File: src/rtl/spi_frame_decoder.sv
// SPI frame decoder: command byte (ECHO/WRITE/READ + channel), then payload against per-channel register banks.
// Latency: one response (valid_out/tx_byte) exactly 1 cycle after each accepted data_valid.
// Backpressure: none; every data_valid inside a CS window is answered, overruns get all-ones and raise err.
module spi_frame_decoder #(
    parameter int DATA_WIDTH       = 8,
    parameter int MAX_BYTES_PER_CS = 4,
    parameter int NUM_CHANNELS     = 4,
    localparam int CW = (NUM_CHANNELS > 1) ? $clog2(NUM_CHANNELS) : 1,
    localparam int NW = $clog2(MAX_BYTES_PER_CS + 1)
) (
    input  logic                  clk,
    input  logic                  rst,
    input  logic                  cs_active,
    input  logic                  data_valid,
    input  logic [NW-1:0]         RX_Count,
    input  logic [DATA_WIDTH-1:0] rx_byte,
    output logic [DATA_WIDTH-1:0] tx_byte,
    output logic                  valid_out,
    output logic                  frame_done,
    output logic                  err,
    output logic [CW-1:0]         active_ch
);

    // Bank geometry: one entry per payload byte slot.
    localparam int DEPTH = MAX_BYTES_PER_CS - 1;
    localparam int IW    = (DEPTH > 1) ? $clog2(DEPTH) : 1;

    localparam logic [NW-1:0]         MAX_N    = NW'(MAX_BYTES_PER_CS);
    localparam logic [NW-1:0]         ONE_N    = NW'(1);
    localparam logic [NW-1:0]         ZERO_N   = '0;
    localparam logic [DATA_WIDTH-1:0] ALL_ONES = '1;

    localparam logic [1:0] OP_ECHO  = 2'b00;
    localparam logic [1:0] OP_WRITE = 2'b01;
    localparam logic [1:0] OP_READ  = 2'b10;
    localparam logic [1:0] OP_RSVD  = 2'b11;

    typedef enum logic [1:0] {
        S_IDLE,
        S_CMD,
        S_PAYLOAD,
        S_DRAIN
    } state_t;

    state_t                  state_q, state_d;
    logic [NW-1:0]           cnt_q, cnt_d;
    logic [NW-1:0]           cnt_exp_q, cnt_exp_d;
    logic [1:0]              op_q, op_d;
    logic [CW-1:0]           ch_d;
    logic [DATA_WIDTH-1:0]   tx_d;
    logic                    vout_d;
    logic                    fdone_d;
    logic                    err_d;

    logic                    cmd_fire;
    logic                    pay_fire;
    logic                    drain_fire;
    logic [1:0]              cmd_op;
    logic [NW-1:0]           cnt_inc;
    logic [IW-1:0]           slot_idx;
    logic                    wr_en;

    logic [DATA_WIDTH-1:0]   bank [NUM_CHANNELS][DEPTH];

    assign cmd_op   = rx_byte[DATA_WIDTH-1 -: 2];
    assign cnt_inc  = cnt_q + ONE_N;
    // Payload slot is counter-1; counter stays below cnt_exp while in PAYLOAD.
    assign slot_idx = IW'(cnt_q - ONE_N);

    // Next-state, counter and response computation.
    always_comb begin
        state_d    = state_q;
        cnt_d      = cnt_q;
        cnt_exp_d  = cnt_exp_q;
        op_d       = op_q;
        ch_d       = active_ch;
        tx_d       = tx_byte;
        vout_d     = 1'b0;
        fdone_d    = 1'b0;
        err_d      = err;
        wr_en      = 1'b0;
        cmd_fire   = 1'b0;
        pay_fire   = 1'b0;
        drain_fire = 1'b0;

        // Decide which kind of byte (if any) is handled this cycle.
        case (state_q)
            S_IDLE: begin
                if (cs_active) begin
                    cnt_exp_d = RX_Count;
                    cnt_d     = ZERO_N;
                    err_d     = 1'b0;
                    if (RX_Count == ZERO_N || RX_Count > MAX_N) begin
                        err_d      = 1'b1;
                        state_d    = S_DRAIN;
                        drain_fire = data_valid;
                    end else begin
                        state_d  = S_CMD;
                        cmd_fire = data_valid;
                    end
                end
            end
            S_CMD: begin
                cmd_fire = data_valid;
                if (!cs_active && !data_valid) begin
                    err_d   = 1'b1;
                    state_d = S_IDLE;
                end
            end
            S_PAYLOAD: begin
                pay_fire = data_valid;
                if (!cs_active && !data_valid) begin
                    err_d   = 1'b1;
                    state_d = S_IDLE;
                end
            end
            default: begin
                if (!cs_active) begin
                    state_d = S_IDLE;
                end else begin
                    drain_fire = data_valid;
                end
            end
        endcase

        // Command byte: ack with its own value, unless the opcode is reserved.
        if (cmd_fire) begin
            vout_d = 1'b1;
            cnt_d  = ONE_N;
            op_d   = cmd_op;
            ch_d   = rx_byte[CW-1:0];
            if (cmd_op == OP_RSVD) begin
                tx_d    = ALL_ONES;
                err_d   = 1'b1;
                state_d = cs_active ? S_DRAIN : S_IDLE;
            end else begin
                tx_d = rx_byte;
                if (cnt_exp_d == ONE_N) begin
                    fdone_d = 1'b1;
                    state_d = cs_active ? S_DRAIN : S_IDLE;
                end else if (cs_active) begin
                    state_d = S_PAYLOAD;
                end else begin
                    err_d   = 1'b1;
                    state_d = S_IDLE;
                end
            end
        end

        // Payload byte: the byte is handled first, then a CS drop is treated as an abort.
        if (pay_fire) begin
            vout_d = 1'b1;
            cnt_d  = cnt_inc;
            case (op_q)
                OP_READ:  tx_d = bank[active_ch][slot_idx];
                OP_WRITE: begin
                    tx_d  = rx_byte;
                    wr_en = 1'b1;
                end
                default:  tx_d = rx_byte;
            endcase
            if (cnt_inc == cnt_exp_q) begin
                fdone_d = 1'b1;
                state_d = cs_active ? S_DRAIN : S_IDLE;
            end else if (!cs_active) begin
                err_d   = 1'b1;
                state_d = S_IDLE;
            end
        end

        // Bytes beyond the frame (or in a rejected frame) are overruns.
        if (drain_fire) begin
            vout_d = 1'b1;
            tx_d   = ALL_ONES;
            err_d  = 1'b1;
        end
    end

    // State, counters and registered outputs.
    always_ff @(posedge clk) begin
        if (rst) begin
            state_q    <= S_IDLE;
            cnt_q      <= '0;
            cnt_exp_q  <= '0;
            op_q       <= OP_ECHO;
            active_ch  <= '0;
            tx_byte    <= '0;
            valid_out  <= 1'b0;
            frame_done <= 1'b0;
            err        <= 1'b0;
        end else begin
            state_q    <= state_d;
            cnt_q      <= cnt_d;
            cnt_exp_q  <= cnt_exp_d;
            op_q       <= op_d;
            active_ch  <= ch_d;
            tx_byte    <= tx_d;
            valid_out  <= vout_d;
            frame_done <= fdone_d;
            err        <= err_d;
        end
    end

    // Register banks: cleared on reset, written by WRITE payload bytes.
    always_ff @(posedge clk) begin
        if (rst) begin
            for (int c = 0; c < NUM_CHANNELS; c++) begin
                for (int e = 0; e < DEPTH; e++) begin
                    bank[c][e] <= '0;
                end
            end
        end else if (wr_en) begin
            bank[active_ch][slot_idx] <= rx_byte;
        end
    end

endmodule

File: config.mk
export PLATFORM = sky130hd
export DESIGN_NAME = spi_frame_decoder
export DESIGN_NICKNAME = d
export VERILOG_FILES = /design/src/rtl/spi_frame_decoder.sv
export SDC_FILE = /design/constraint.sdc
export NUM_CORES = 1
export LEC_CHECK = 0
export BUFFER_PORTS_ARGS = -buffer_cell sky130_fd_sc_hd__buf_4
export CORE_MARGIN = 8
export CORE_UTILIZATION = 36
export CTS_CLUSTER_SIZE = 25
export DETAILED_ROUTE_END_ITERATION = 10
export PLACE_DENSITY = 0.51
export SLEW_MARGIN = 0
export SYNTH_ARGS = -nofsm -noshare
export SYNTH_HDL_FRONTEND = slang
export SYNTH_SLANG_ARGS = --single-unit
File: constraint.sdc
create_clock -name clk -period 6 [get_ports clk]
set_input_delay 0.6 -clock clk [delete_from_list [all_inputs] [get_ports clk]]
set_output_delay 0.6 -clock clk [all_outputs]
set_load 0.01 [all_outputs]
==> metrics <==
status=finished, final reports clean; Period minus WS final=2.735 ns; n_diodes=0; placer congestion estimate=0.8300; vias in the first global route=3826; Clock Skew=0.008132 ns; nets=524; DRC errors left=0; area grow syn2layout=15.82%; Synth cell types=48; total setup buffers inserted after CTS=0; CTS tree=built; Worst Path Arrival=2.83 ns; Rel. slew slack=27.62%; Clock H-tree levels=4; Worst setup SP type=register; final setup margin=3.265 ns; port bufs=27; Crit. End Element=register; RSZ-0062 raised after global routing=false; Final HPWL DP=10650 um; GRT overflow=0; vias=3878; Design Area, Final=0.006834 mm^2; R2R cell count=6; vias per cell=5.276; Post-synth ARST share=0%; Seq/Total Area, Yosys=57.34%; PostCTS Resize Cnt=0; Die ar.=0.02074 mm^2; Setup Total Neg Slack=0 ns; Crit Path Category=reg2reg; Yosys warnings=0; synthesized cell area=0.005901 mm^2; antenna-violating nets left=0; Core ar.=0.01629 mm^2; initial antenna violation count=0; Initial Util=36.22%; Worst Setup EP=bank[3][1]$_SDFFCE_PN0P_; EDFF count, synth=96; GRT Util Overall=15.99%; FF+latch count, synth=121; fin util=41.95%; first-pass GRT wire length=23470 um; Net Count, Synth=506; Die W=144.0 um; FF-to-FF Start=state_q[0]$_SDFF_PP0_; final worst path period share=45.59%; pin count of the biggest net entering global routing=41; row cnt=47; Max-Cap Viols=0; Ports=28; Avg Synthesized Cell Area=12.19 um^2; Longest Clk Path Bufs=2; worst slew pin tran=1.086 ns; cts bufs inserted=17; Gate Count Post-Synth=484; Clock transition at path regs=0.05 ns; first drt pass iteration count=4; Crit. Startpoint=state_q[0]$_SDFF_PP0_; # setup viols final=0; Post-CTS Hold Buffers=0; DP Worst Slack=3.158 ns; layout cells sized above 1=17.09%; Clock Latency Late Sink=0.43 ns; drt first-iter violations=321; final hold violation count=0; Highest Clock Rate=0.3656 GHz; CTS Sinks=121; reg-to-reg endpoint=bank[3][1]$_SDFFCE_PN0P_; fill cell count=1526; worst hold path type=in2reg; die height=144.0 um; Lkg Pwr=0.002434 uW; CP required=6.09 ns; fin. max-slew vios=0; ys flop type=edfxtp_1; routed wire length per instance=21.28 um; Root Buffer=clkbuf_16; P per Cell Area=351.6 mW/mm^2; worst hold slack=0.4807 ns; R2R Setup Slk=3.26 ns; worst-path maximum fanout=21; total routed wirelength=15640 um; maximum vdd drop=0.2177 mV; DP Area=0.006240 mm^2
-- layout make-up --
cell class	instances	area [um^2]	area share, %
Inverter	6	22.52	0.3295
Sequential cell	121	3385	49.52
Clock buffer	21	503.0	7.360
Clock inverter	11	91.34	1.337
Timing Repair Buffer	27	202.7	2.966
Multi-Input combinational cell	329	2355	34.46
Tap cell	220	275.3	4.028
-- worst min path at each step --
stage / slack [ns] / end / cells past startpoint / from
finish: 0.48 / cnt_exp_q[0]$_SDFF_PP0_ / 3 / RX_Count[0]
global route: 0.48 / cnt_exp_q[1]$_SDFF_PP0_ / 3 / RX_Count[1]
CTS: 0.47 / cnt_exp_q[2]$_SDFF_PP0_ / 3 / RX_Count[2]
detailed placement: 0.49 / cnt_exp_q[2]$_SDFF_PP0_ / 2 / cnt_exp_q[2]$_SDFF_PP0_
global placement: 0.48 / cnt_exp_q[2]$_SDFF_PP0_ / 2 / cnt_exp_q[2]$_SDFF_PP0_
floorplan: 0.46 / cnt_exp_q[2]$_SDFF_PP0_ / 2 / cnt_exp_q[2]$_SDFF_PP0_
-- worst max-delay path, stage by stage, from the launching register on --
cell,delay [ns]
dfxtp_1,0.33
inv_1,0.08
ha_1,0.21
and2_1,0.59
nand4_1,0.38
nor2_1,0.43
or2_1,0.37
-- power by group --
part	internal (uW)	total [uW]	leakage, uW	switching [uW]
registers	957	1020	0.00120	61.0
logic	160	378	0.000956	218
clock network	635	1010	0.000281	372
-- stage by stage --
step / std cells / total power, uW
finish: 735 / 2403
global route: 735 / 2495
CTS: 735 / 2415
detailed placement: 703 / 1413
global placement: 703 / 1411
floorplan: 484 / 1280
-- logic make-up (layout without fill, tap and decap cells) --
group | after synthesis | count (layout) | synth area share, %
flip-flops | 121 | 121 | 57.34
multiplexers | 41 | 41 | 9.075
adder cells (fa/ha/maj) | 7 | 7 | 1.484
AO/OA/AOI/OAI | 80 | 80 | 9.330
XOR/XNOR | 3 | 3 | 0.6998
AND/OR/NAND/NOR | 198 | 198 | 19.32
buffers and inverters | 34 | 65 | 2.756
-- cell usage after synthesis, types with 6 or more instances --
library cell / n / area, um^2
o21ai_0: 13 / 65.06
nor2b_1: 12 / 75.07
o211ai_1: 7 / 52.55
mux4_2: 9 / 202.7
o221ai_1: 12 / 105.1
and2_1: 98 / 613.1
nor2_1: 29 / 108.9
a311oi_1: 9 / 78.83
dfxtp_1: 25 / 500.5
ha_1: 7 / 87.58
clkbuf_1: 16 / 60.06
nand2_1: 14 / 52.55
mux2i_1: 22 / 220.2
buf_2: 7 / 35.03
edfxtp_1: 96 / 2883
nand3_1: 10 / 50.05
or2_2: 10 / 62.56
mux2_1: 8 / 90.09
a21oi_1: 16 / 80.08
inv_1: 6 / 22.52
-- sequential cells by signal (all words and copies together) (netlist names), named ones only --
register / count
op_q: 2
active_ch: 2
valid_out: 1
frame_done: 1
err: 1
state_q: 2
bank: 96
tx_byte: 8
cnt_exp_q: 3
cnt_q: 3
-- placed cells by master (no fill, tap or decap), types with 10 or more instances in the layout --
master,n
a21oi_1,16
and2_1,98
buf_4,27
clkbuf_16,19
dfxtp_1,24
edfxtp_1,96
mux2i_1,22
nand2_1,14
nand3_1,10
nor2_1,29
nor2b_1,12
o21ai_0,13
o221ai_1,12
or2_2,10
-- metal layers --
| layer | global-route usage, % | routed length [um] |
|---|---|---|
| met2 | 25.81 | 7462 |
| met3 | 4.424 | 877 |
| met5 | 0 | 0 |
| met1 | 19.82 | 6947 |
| met4 | 6.586 | 352 |
Note: power is estimated with default switching activity, not from simulation.
